### config.mk
export PLATFORM = sky130hd
export DESIGN_NAME = muldiv_unit
export DESIGN_NICKNAME = d
export VERILOG_FILES = /design/src/rtl/muldiv_pkg.sv /design/src/rtl/muldiv_negate.sv /design/src/rtl/muldiv_unit.sv
export SDC_FILE = /design/constraint.sdc
export NUM_CORES = 1
export LEC_CHECK = 0
export CAP_MARGIN = 40
export CELL_PAD_IN_SITES_DETAIL_PLACEMENT = 1
export CELL_PAD_IN_SITES_GLOBAL_PLACEMENT = 2
export CORE_ASPECT_RATIO = 0.6
export CORE_MARGIN = 5
export CORE_UTILIZATION = 40
export CTS_CLUSTER_DIAMETER = 120
export DETAILED_ROUTE_END_ITERATION = 12
export PLACE_DENSITY_LB_ADDON = 0.1
export SYNTH_ARGS = -nofsm -noshare
export SYNTH_HDL_FRONTEND = slang
export SYNTH_SLANG_ARGS = --single-unit
### constraint.sdc
create_clock -name clk -period 9.8 [get_ports clk]
set_input_delay 1.96 -clock clk [delete_from_list [all_inputs] [get_ports clk]]
set_output_delay 1.96 -clock clk [all_outputs]
set_load 0.02 [all_outputs]
### src/rtl/muldiv_pkg.sv
// rtl/muldiv_pkg.sv - op codes, FSM states and op classification helpers for muldiv_unit
package muldiv_pkg;

    typedef enum logic [2:0] {
        OP_MULT  = 3'd0,
        OP_MULTU = 3'd1,
        OP_DIV   = 3'd2,
        OP_DIVU  = 3'd3,
        OP_MTHI  = 3'd4,
        OP_MTLO  = 3'd5
    } op_e;

    typedef enum logic [1:0] {
        S_IDLE = 2'd0,
        S_PREP = 2'd1,
        S_CALC = 2'd2,
        S_FIX  = 2'd3
    } state_e;

    function automatic logic is_muldiv(input op_e o);
        return (o == OP_MULT) || (o == OP_MULTU) || (o == OP_DIV) || (o == OP_DIVU);
    endfunction

    function automatic logic is_mul(input op_e o);
        return (o == OP_MULT) || (o == OP_MULTU);
    endfunction

    function automatic logic is_signed_op(input op_e o);
        return (o == OP_MULT) || (o == OP_DIV);
    endfunction

endpackage

### src/rtl/muldiv_negate.sv
// rtl/muldiv_negate.sv - conditional two's-complement negator
module muldiv_negate #(
    parameter int WIDTH = 32
) (
    input  logic [WIDTH-1:0] value,
    input  logic             neg,
    output logic [WIDTH-1:0] result
);

    assign result = neg ? (~value + WIDTH'(1)) : value;

endmodule

### src/rtl/muldiv_unit.sv
// rtl/muldiv_unit.sv - iterative shift-add multiplier / restoring divider with HI/LO registers
module muldiv_unit
    import muldiv_pkg::*;
#(
    parameter int WIDTH = 32,
    parameter int CNT_W = $clog2(WIDTH + 1)
) (
    input  logic             clk,
    input  logic             rst_n,
    input  logic             start,
    input  logic [2:0]       op,
    input  logic [WIDTH-1:0] op_a,
    input  logic [WIDTH-1:0] op_b,
    input  logic             flush,
    output logic             busy,
    output logic             done,
    output logic [WIDTH-1:0] hi,
    output logic [WIDTH-1:0] lo
);

    state_e             state, state_next;
    op_e                op_q;
    op_e                op_in;
    logic [WIDTH-1:0]   a_q, b_q, d_q, hi_q, lo_q;
    logic [2*WIDTH-1:0] p_q;
    logic [CNT_W-1:0]   cnt_q;
    logic               done_q;

    logic               accept, mul_op, sa, sb;
    logic [WIDTH-1:0]   opn_value, opn_result;
    logic               opn_neg;
    logic [2*WIDTH-1:0] resn_value, resn_result;
    logic               resn_neg;
    logic [WIDTH:0]     mul_sum, div_shift, div_diff;
    logic [2*WIDTH-1:0] p_step;

    assign op_in  = op_e'(op);
    assign accept = (state == S_IDLE) && start && !flush;
    assign mul_op = is_mul(op_q);
    assign sa     = is_signed_op(op_q) & a_q[WIDTH-1];
    assign sb     = is_signed_op(op_q) & b_q[WIDTH-1];

    // Both negators serve double duty: operand magnitudes in PREP, sign fix-up in FIX.
    always_comb begin
        if (state == S_FIX) begin
            opn_value  = p_q[2*WIDTH-1:WIDTH];
            opn_neg    = sa;
            resn_value = mul_op ? p_q : {{WIDTH{1'b0}}, p_q[WIDTH-1:0]};
            resn_neg   = sa ^ sb;
        end else begin
            opn_value  = a_q;
            opn_neg    = sa;
            resn_value = {{WIDTH{1'b0}}, b_q};
            resn_neg   = sb;
        end
    end

    muldiv_negate #(.WIDTH(WIDTH)) u_neg_op (
        .value  (opn_value),
        .neg    (opn_neg),
        .result (opn_result)
    );

    muldiv_negate #(.WIDTH(2*WIDTH)) u_neg_res (
        .value  (resn_value),
        .neg    (resn_neg),
        .result (resn_result)
    );

    // One iteration: p_q holds {partial product, multiplier} or {remainder, dividend/quotient}.
    always_comb begin
        mul_sum   = {1'b0, p_q[2*WIDTH-1:WIDTH]} + (p_q[0] ? {1'b0, d_q} : '0);
        div_shift = {p_q[2*WIDTH-1:WIDTH], p_q[WIDTH-1]};
        div_diff  = div_shift - {1'b0, d_q};
        if (mul_op) begin
            p_step = {mul_sum, p_q[WIDTH-1:1]};
        end else if (div_diff[WIDTH]) begin
            p_step = {div_shift[WIDTH-1:0], p_q[WIDTH-2:0], 1'b0};
        end else begin
            p_step = {div_diff[WIDTH-1:0], p_q[WIDTH-2:0], 1'b1};
        end
    end

    always_ff @(posedge clk or negedge rst_n) begin
        if (!rst_n) begin
            state <= S_IDLE;
        end else begin
            state <= state_next;
        end
    end

    always_comb begin
        state_next = state;
        if (flush) begin
            state_next = S_IDLE;
        end else begin
            unique case (state)
                S_IDLE:  if (accept && is_muldiv(op_in)) state_next = S_PREP;
                S_PREP:  state_next = S_CALC;
                S_CALC:  if (cnt_q == CNT_W'(WIDTH - 1)) state_next = S_FIX;
                S_FIX:   state_next = S_IDLE;
                default: state_next = S_IDLE;
            endcase
        end
    end

    always_comb begin
        busy = (state != S_IDLE);
        done = done_q;
        hi   = hi_q;
        lo   = lo_q;
    end

    always_ff @(posedge clk or negedge rst_n) begin
        if (!rst_n) begin
            op_q   <= OP_MULT;
            a_q    <= '0;
            b_q    <= '0;
            d_q    <= '0;
            p_q    <= '0;
            cnt_q  <= '0;
            hi_q   <= '0;
            lo_q   <= '0;
            done_q <= 1'b0;
        end else begin
            done_q <= 1'b0;
            unique case (state)
                S_IDLE: begin
                    if (accept) begin
                        op_q <= op_in;
                        a_q  <= op_a;
                        b_q  <= op_b;
                        if (op_in == OP_MTHI) hi_q <= op_a;
                        if (op_in == OP_MTLO) lo_q <= op_a;
                    end
                end
                S_PREP: begin
                    cnt_q <= '0;
                    if (mul_op) begin
                        p_q <= {{WIDTH{1'b0}}, resn_result[WIDTH-1:0]};
                        d_q <= opn_result;
                    end else begin
                        p_q <= {{WIDTH{1'b0}}, opn_result};
                        d_q <= resn_result[WIDTH-1:0];
                    end
                end
                S_CALC: begin
                    p_q   <= p_step;
                    cnt_q <= cnt_q + CNT_W'(1);
                end
                S_FIX: begin
                    if (!flush) begin
                        done_q <= 1'b1;
                        if (mul_op) begin
                            {hi_q, lo_q} <= resn_result;
                        end else if (b_q == '0) begin
                            hi_q <= a_q;
                            lo_q <= '1;
                        end else begin
                            hi_q <= opn_result;
                            lo_q <= resn_result[WIDTH-1:0];
                        end
                    end
                end
                default: ;
            endcase
        end
    end

endmodule

==> run_results.csv, run 1 <==
group,metric,value,unit
status,status,"completed",
logic_synthesis,synth_area_leaders,"dfrtp_1, a21oi_1, mux2_2",
routing,firstDrtPassIters,8,
die,io_pins,137,
die,die_h,178,um
power,power,7.83,mW
power,switching_share,0.519,
timing,fin_worst_skew,0.0304,ns
timing,rsz0062_at_grt,"false",
timing,worstMarginPinSlew,0.940,ns
global_route,first_global_vias,18400,
timing,tns,0,ns
die,core,0.0465,mm^2
logic_synthesis,synth_area_leader_cell,"dfrtp_1",
placement,hpwl,62100,um
global_route,gr-usage-met2,0.433,
power,p_sw,4.07,mW
setup_path,cp_cell_sequence,"inv_1, fa_1, nor2b_1, o31a_1, o21ai_1, a31oi_1, buf_4, a211o_1, a31oi_1, xnor2_2, buf_4, o21ai_0, a221oi_1",
global_route,gr-usage-met1,0.464,
setup_path,critPathMaxStageDelay,0.59,ns
setup_path,required,10.24,ns
logic_synthesis,ys_ff_latch,236,
timing,setup_viol,0,
finish,instances_no_fill,2964,
setup_path,cpLargestDelayFamily,"compound AO/OA/AOI/OAI gates",
clocking,cts_buffers,27,
power,p_per_area,362,mW/mm^2
logic_synthesis,netlist_area,0.0188,mm^2
timing,final_hold_viol_count,0,
clocking,cts_tree,"yes",
finish,layout.cell_area.non_filler,0.0217,mm^2
setup_path,path_buf_inv,3,
placement,post-place-cells,2916,
clocking,hold_buffers,0,
logic_synthesis,synth_top_area_frac,0.313,
power,sequentialPowerShare,0.266,
timing,post-route-period-util,0.462,
die,initial_core_util,0.406,
setup_path,cp_data_arrival_time,4.96,ns
setup_path,crit_fanout,40,
logic_synthesis,yosysWarningCount,0,
setup_path,critPathSlowestCell,"dfrtp_1",
global_route,use_met3,0.0660,
clocking,clock-sinks,236,
die,dieWidth,290,um
finish,mostFrequentLayoutCell,"nand2_1",
placement,placed_area,0.0208,mm^2
setup_path,endpoint_kind,"flop",
logic_synthesis,syn_nets,2406,
routing,drt-initial-drc-count,1692,
timing,final_max_slew_viol_count,0,
power,p_int,3.77,mW
global_route,grt_pass1_wl,121000,um
global_route,grt-busiest-layer,"met1",
timing,layout_min_cycle_time,4.52,ns
clocking,cts.clk_slew.worst_paths,0.06,ns
finish,nets,2459,
clocking,root_buffer,"clkbuf_16",
logic_synthesis,ys_seq_area_frac,0.313,
logic_synthesis,synth_flop_cell,"dfrtp_1",
logic_synthesis,avgSynthCellArea,8.33,um^2
global_route,groute.usage.overall,0.303,
power,ir_worst_vdd,0.303,mV
finish,drive_gt1_frac,0.0918,
die,die_area,0.0517,mm^2
routing,vias,18400,
routing,wire_per_inst,27.1,um
logic_synthesis,postSynth.asyncResetShare,1.00,
min_path,min-delay-path-class,"reg -> reg",
placement,place_congestion,0.993,
routing,totalWireLength,80400,um
die,num_rows,61,
logic_synthesis,synth.distinct_cells,82,
clocking,cts_buffer_depth,3,
placement,io_buffers,136,
clocking,cts_setup_buffers,0,
setup_path,startpoint_type,"flop",
global_route,grt_max_degree,108,
routing,viasPerCell,6.22,
routing,ant_nets,0,
global_route,antenna_found_initial,2,
finish,fillCellCount,5457,
timing,slew_headroom,0.373,
logic_synthesis,synth_edf_count,0,
power,clkPwrFrac,0.133,
logic_synthesis,netlist_instances,2262,
setup_path,crit_type,"reg -> reg",
timing,max_freq,221,MHz
clocking,ctsResizeCount,0,
power,p_comb_frac,0.601,
clocking,htreeDepth,1,
finish,area_growth,14.9,%
global_route,overflow,0,
power,p_leak,8.98,nW
clocking,clk_latency,0.58,ns
finish,final_cell_mix,"nand2_1, dfrtp_1, a21oi_1",
run,cap_violations,0,
routing,drc,0,
-- registers in the layout, indices dropped and copies added (netlist names), 3 cells and up --
register  cells
a_q          32
b_q          32
cnt_q         6
d_q          32
hi           32
lo           32
op_q          3
p_q          64
-- worst paths after layout --
path	cells after the start	to	slack, ns	startpoint
max	13	p_q[62]	5.28	p_q[32]
min in group asynchronous	1	p_q[56]	1.49	rst_n
min reg2reg	1	lo[29]	0.47	lo[29]
min	1	lo[29]	0.47	lo[29]
max in group asynchronous	2	lo[6]	6.80	rst_n
max reg2reg	13	p_q[62]	5.28	p_q[32]
-- Yosys cell counts, types with 57 or more instances --
cell type	instances
nor3_1	61
a21oi_1	203
inv_1	78
clkbuf_1	110
mux2i_1	76
mux2_2	86
o21ai_0	145
xnor2_1	89
nand2_1	243
xor2_1	57
ha_1	71
dfrtp_1	236
nor2_1	194
-- stage by stage --
stage	hold WS [ns]	util	worst slack, ns
after floorplan	0.451	-	5.82
after detailed placement	0.470	0.447	5.25
after global routing	0.493	0.466	5.15
after CTS	0.482	0.466	5.35
final	0.475	0.466	5.28
after global placement	0.461	0.444	5.34
-- per-layer routing --
layer / vias to the layer above / routed length, um
li1: 8329 / -
met1: 9325 / 39200
met2: 664 / 32600
met3: 112 / 6540
met4: 0 / 2070
met5: - / 0
-- area by class of cell --
class | instances | area (um^2) | area share
multi-input cells | 1795 | 12100 | 0.557
flip-flops and latches | 236 | 5910 | 0.273
repair buffers | 177 | 1730 | 0.0798
well taps | 630 | 788 | 0.0364
clock buffers | 40 | 785 | 0.0362
inverters | 78 | 293 | 0.0135
clock inverters | 6 | 90.1 | 0.00416
diodes | 2 | 5.00 | 0.000231
-- cells by family (layout without fill, tap and decap cells) --
group / count (synthesis) / count (layout) / synth area share
flip-flops: 236 / 236 / 0.313
AND/OR/NAND/NOR: 715 / 715 / 0.182
XOR/XNOR: 146 / 146 / 0.0678
AO/OA/AOI/OAI: 682 / 682 / 0.228
adder cells (fa/ha/maj): 73 / 73 / 0.0493
multiplexers: 179 / 179 / 0.110
buffers and inverters: 231 / 301 / 0.0495
other: 0 / 2 / 0
-- power by group through the flow --
stage	clock network [mW]	logic (mW)	registers (mW)
final	1.04	4.71	2.08
after global routing	1.10	5.06	2.11
after CTS	1.06	4.64	2.04
after detailed placement	0	4.61	2.06
after global placement	0	4.49	2.05
after floorplan	0	2.97	1.86
Power figures use the tool's default switching activity.
==> run 2, diff against run 1 <==
--- a/config.mk
+++ b/config.mk
@@ -10,7 +10,7 @@
 export CELL_PAD_IN_SITES_GLOBAL_PLACEMENT = 2
 export CORE_ASPECT_RATIO = 0.6
 export CORE_MARGIN = 5
-export CORE_UTILIZATION = 40
+export CORE_UTILIZATION = 33
 export CTS_CLUSTER_DIAMETER = 120
 export DETAILED_ROUTE_END_ITERATION = 12
 export PLACE_DENSITY_LB_ADDON = 0.1
==> constraint.sdc (replaced) <==
create_clock -name clk -period 3.8 [get_ports clk]
set_input_delay 0.76 -clock clk [delete_from_list [all_inputs] [get_ports clk]]
set_output_delay 0.76 -clock clk [all_outputs]
set_load 0.02 [all_outputs]
==> run_results.csv, run 2 (synthesized netlist as in run 1, its figures left out) <==
group,metric,value,unit
clocking,clock-sinks,236,
clocking,clk_latency,0.59,ns
routing,drc,0,
global_route,antenna_found_initial,2,
routing,wire_per_inst,27.7,um
clocking,cts_buffers,27,
clocking,root_buffer,"clkbuf_16",
clocking,htreeDepth,1,
min_path,min-delay-path-class,"in -> async",
routing,firstDrtPassIters,5,
setup_path,crit_fanout,9,
status,status,"completed",
finish,multiInputGateArea,0.0122,mm^2
routing,drt-initial-drc-count,1522,
placement,place_congestion,0.941,
global_route,grt_max_degree,101,
placement,io_buffers,136,
die,dieWidth,319,um
clocking,hold_buffers,0,
setup_path,cp_data_arrival_time,4.17,ns
timing,layout_min_cycle_time,3.71,ns
timing,tns,0,ns
setup_path,crit_type,"reg -> reg",
die,io_pins,137,
die,initial_core_util,0.336,
global_route,first_global_vias,19600,
setup_path,crit_start,"state[1]",
routing,ant_nets,0,
routing,vias,19100,
power,power,22.0,mW
global_route,overflow,0,
clocking,cts_buffer_depth,3,
setup_path,startpoint_type,"flop",
placement,hpwl,71500,um
timing,rsz0062_at_grt,"true",
die,num_rows,67,
finish,largest_register_ffs,64,
power,p_leak,9.85,nW
setup_path,path_common_cell,"buf_4",
timing,worstMarginPinSlew,0.932,ns
setup_path,cp_cell_sequence,"ha_4, buf_4, nor3b_1, o221ai_1, nor4_4, buf_4, nand2_1, o31a_1, a21oi_1, xor2_1, o22ai_1, a221o_1",
timing,slew_headroom,0.376,
die,die_h,195,um
timing,setup_viol,0,
global_route,groute.usage.overall,0.280,
timing,final_hold_viol_count,0,
timing,final_max_slew_viol_count,0,
finish,final_core_util,0.413,
clocking,cts_tree,"yes",
power,ir_worst_vdd,0.395,mV
timing,post-route-period-util,0.976,
setup_path,timing.rr.start,"state[1]",
setup_path,critPathMaxStageDelay,0.44,ns
finish,drive_gt1_frac,0.158,
timing,max_freq,270,MHz
setup_path,critPathSlowestCell,"dfrtp_1",
finish,area_growth,23.2,%
finish,largest_register,"p_q",
finish,nets,2611,
setup_path,required,4.27,ns
finish,final_cell_mix,"nand2_1, dfrtp_1, a21oi_1",
power,p_per_area,948,mW/mm^2
setup_path,path_buf_inv,2,
timing,fin_hold_ws,0.193,ns
die,core,0.0562,mm^2
setup_path,rr_worst_depth,12,
finish,fillCellCount,6583,
global_route,grt_pass1_wl,133000,um
die,die_area,0.0622,mm^2
setup_path,cpLargestDelayFamily,"compound AO/OA/AOI/OAI gates",
finish,regArea,0.00591,mm^2
clocking,cts.clk_slew.worst_paths,0.07,ns
routing,totalWireLength,90100,um
setup_path,endpoint_kind,"flop",
setup_path,cp.depth,12,
finish,mostFrequentLayoutCell,"nand2_1",
routing,viasPerCell,5.89,
timing,fin_worst_skew,0.0199,ns
run,cap_violations,0,
==> run 2: layer usage <==
metal  track usage  wire [um]  vias to the layer above
li1              -          -                     8651
met1         0.425      44700                     9725
met2         0.401      36400                      662
met3        0.0713       7120                      102
met4        0.0498       1890                        0
met5             0          0                        -
==> run 2: worst paths after layout <==
kind	end	slack, ns
setup / recovery	hi[22]	0.09
hold / removal	p_q[60]	0.19
setup reg to reg	hi[22]	0.09
hold reg to reg	lo[16]	0.48
max in group asynchronous	p_q[37]	2.66
min in group clk	lo[16]	0.48
==> run 2: metrics by stage <==
| stage | area, um^2 | worst slack, ns | std cells |
|---|---|---|---|
| after floorplan | 18900 | 0.0300 | 2262 |
| after global placement | 22100 | 0.102 | 3191 |
| after detailed placement | 22100 | 0.0145 | 3192 |
| after CTS | 23100 | 0.0129 | 3243 |
| after global routing | 23200 | -0.0128 | 3247 |
| final | 23200 | 0.0928 | 3249 |
==> run 2: cell type report <==
cell class | instances | share of cell area
Antenna cell | 2 | 0.000216
Inverter | 78 | 0.0126
Sequential cell | 236 | 0.254
Timing Repair Buffer | 329 | 0.127
Tap cell | 759 | 0.0409
Clock buffer | 32 | 0.0312
Multi-Input combinational cell | 1795 | 0.523
Clock inverter | 18 | 0.00997
==> run 2: timing repair <==
item	4_1_cts	5_1_grt
resized for setup	1	21
setup buffers	1	3
pin swaps	0	4
setup endpoints to repair	2	30
==> run 2: power by group <==
group	leakage, nW	switching (mW)	internal, mW
Sequential	2.90	1.58	3.62
Combinational	6.48	8.51	5.36
Clock	0.473	1.24	1.71
Total	9.85	11.3	10.7
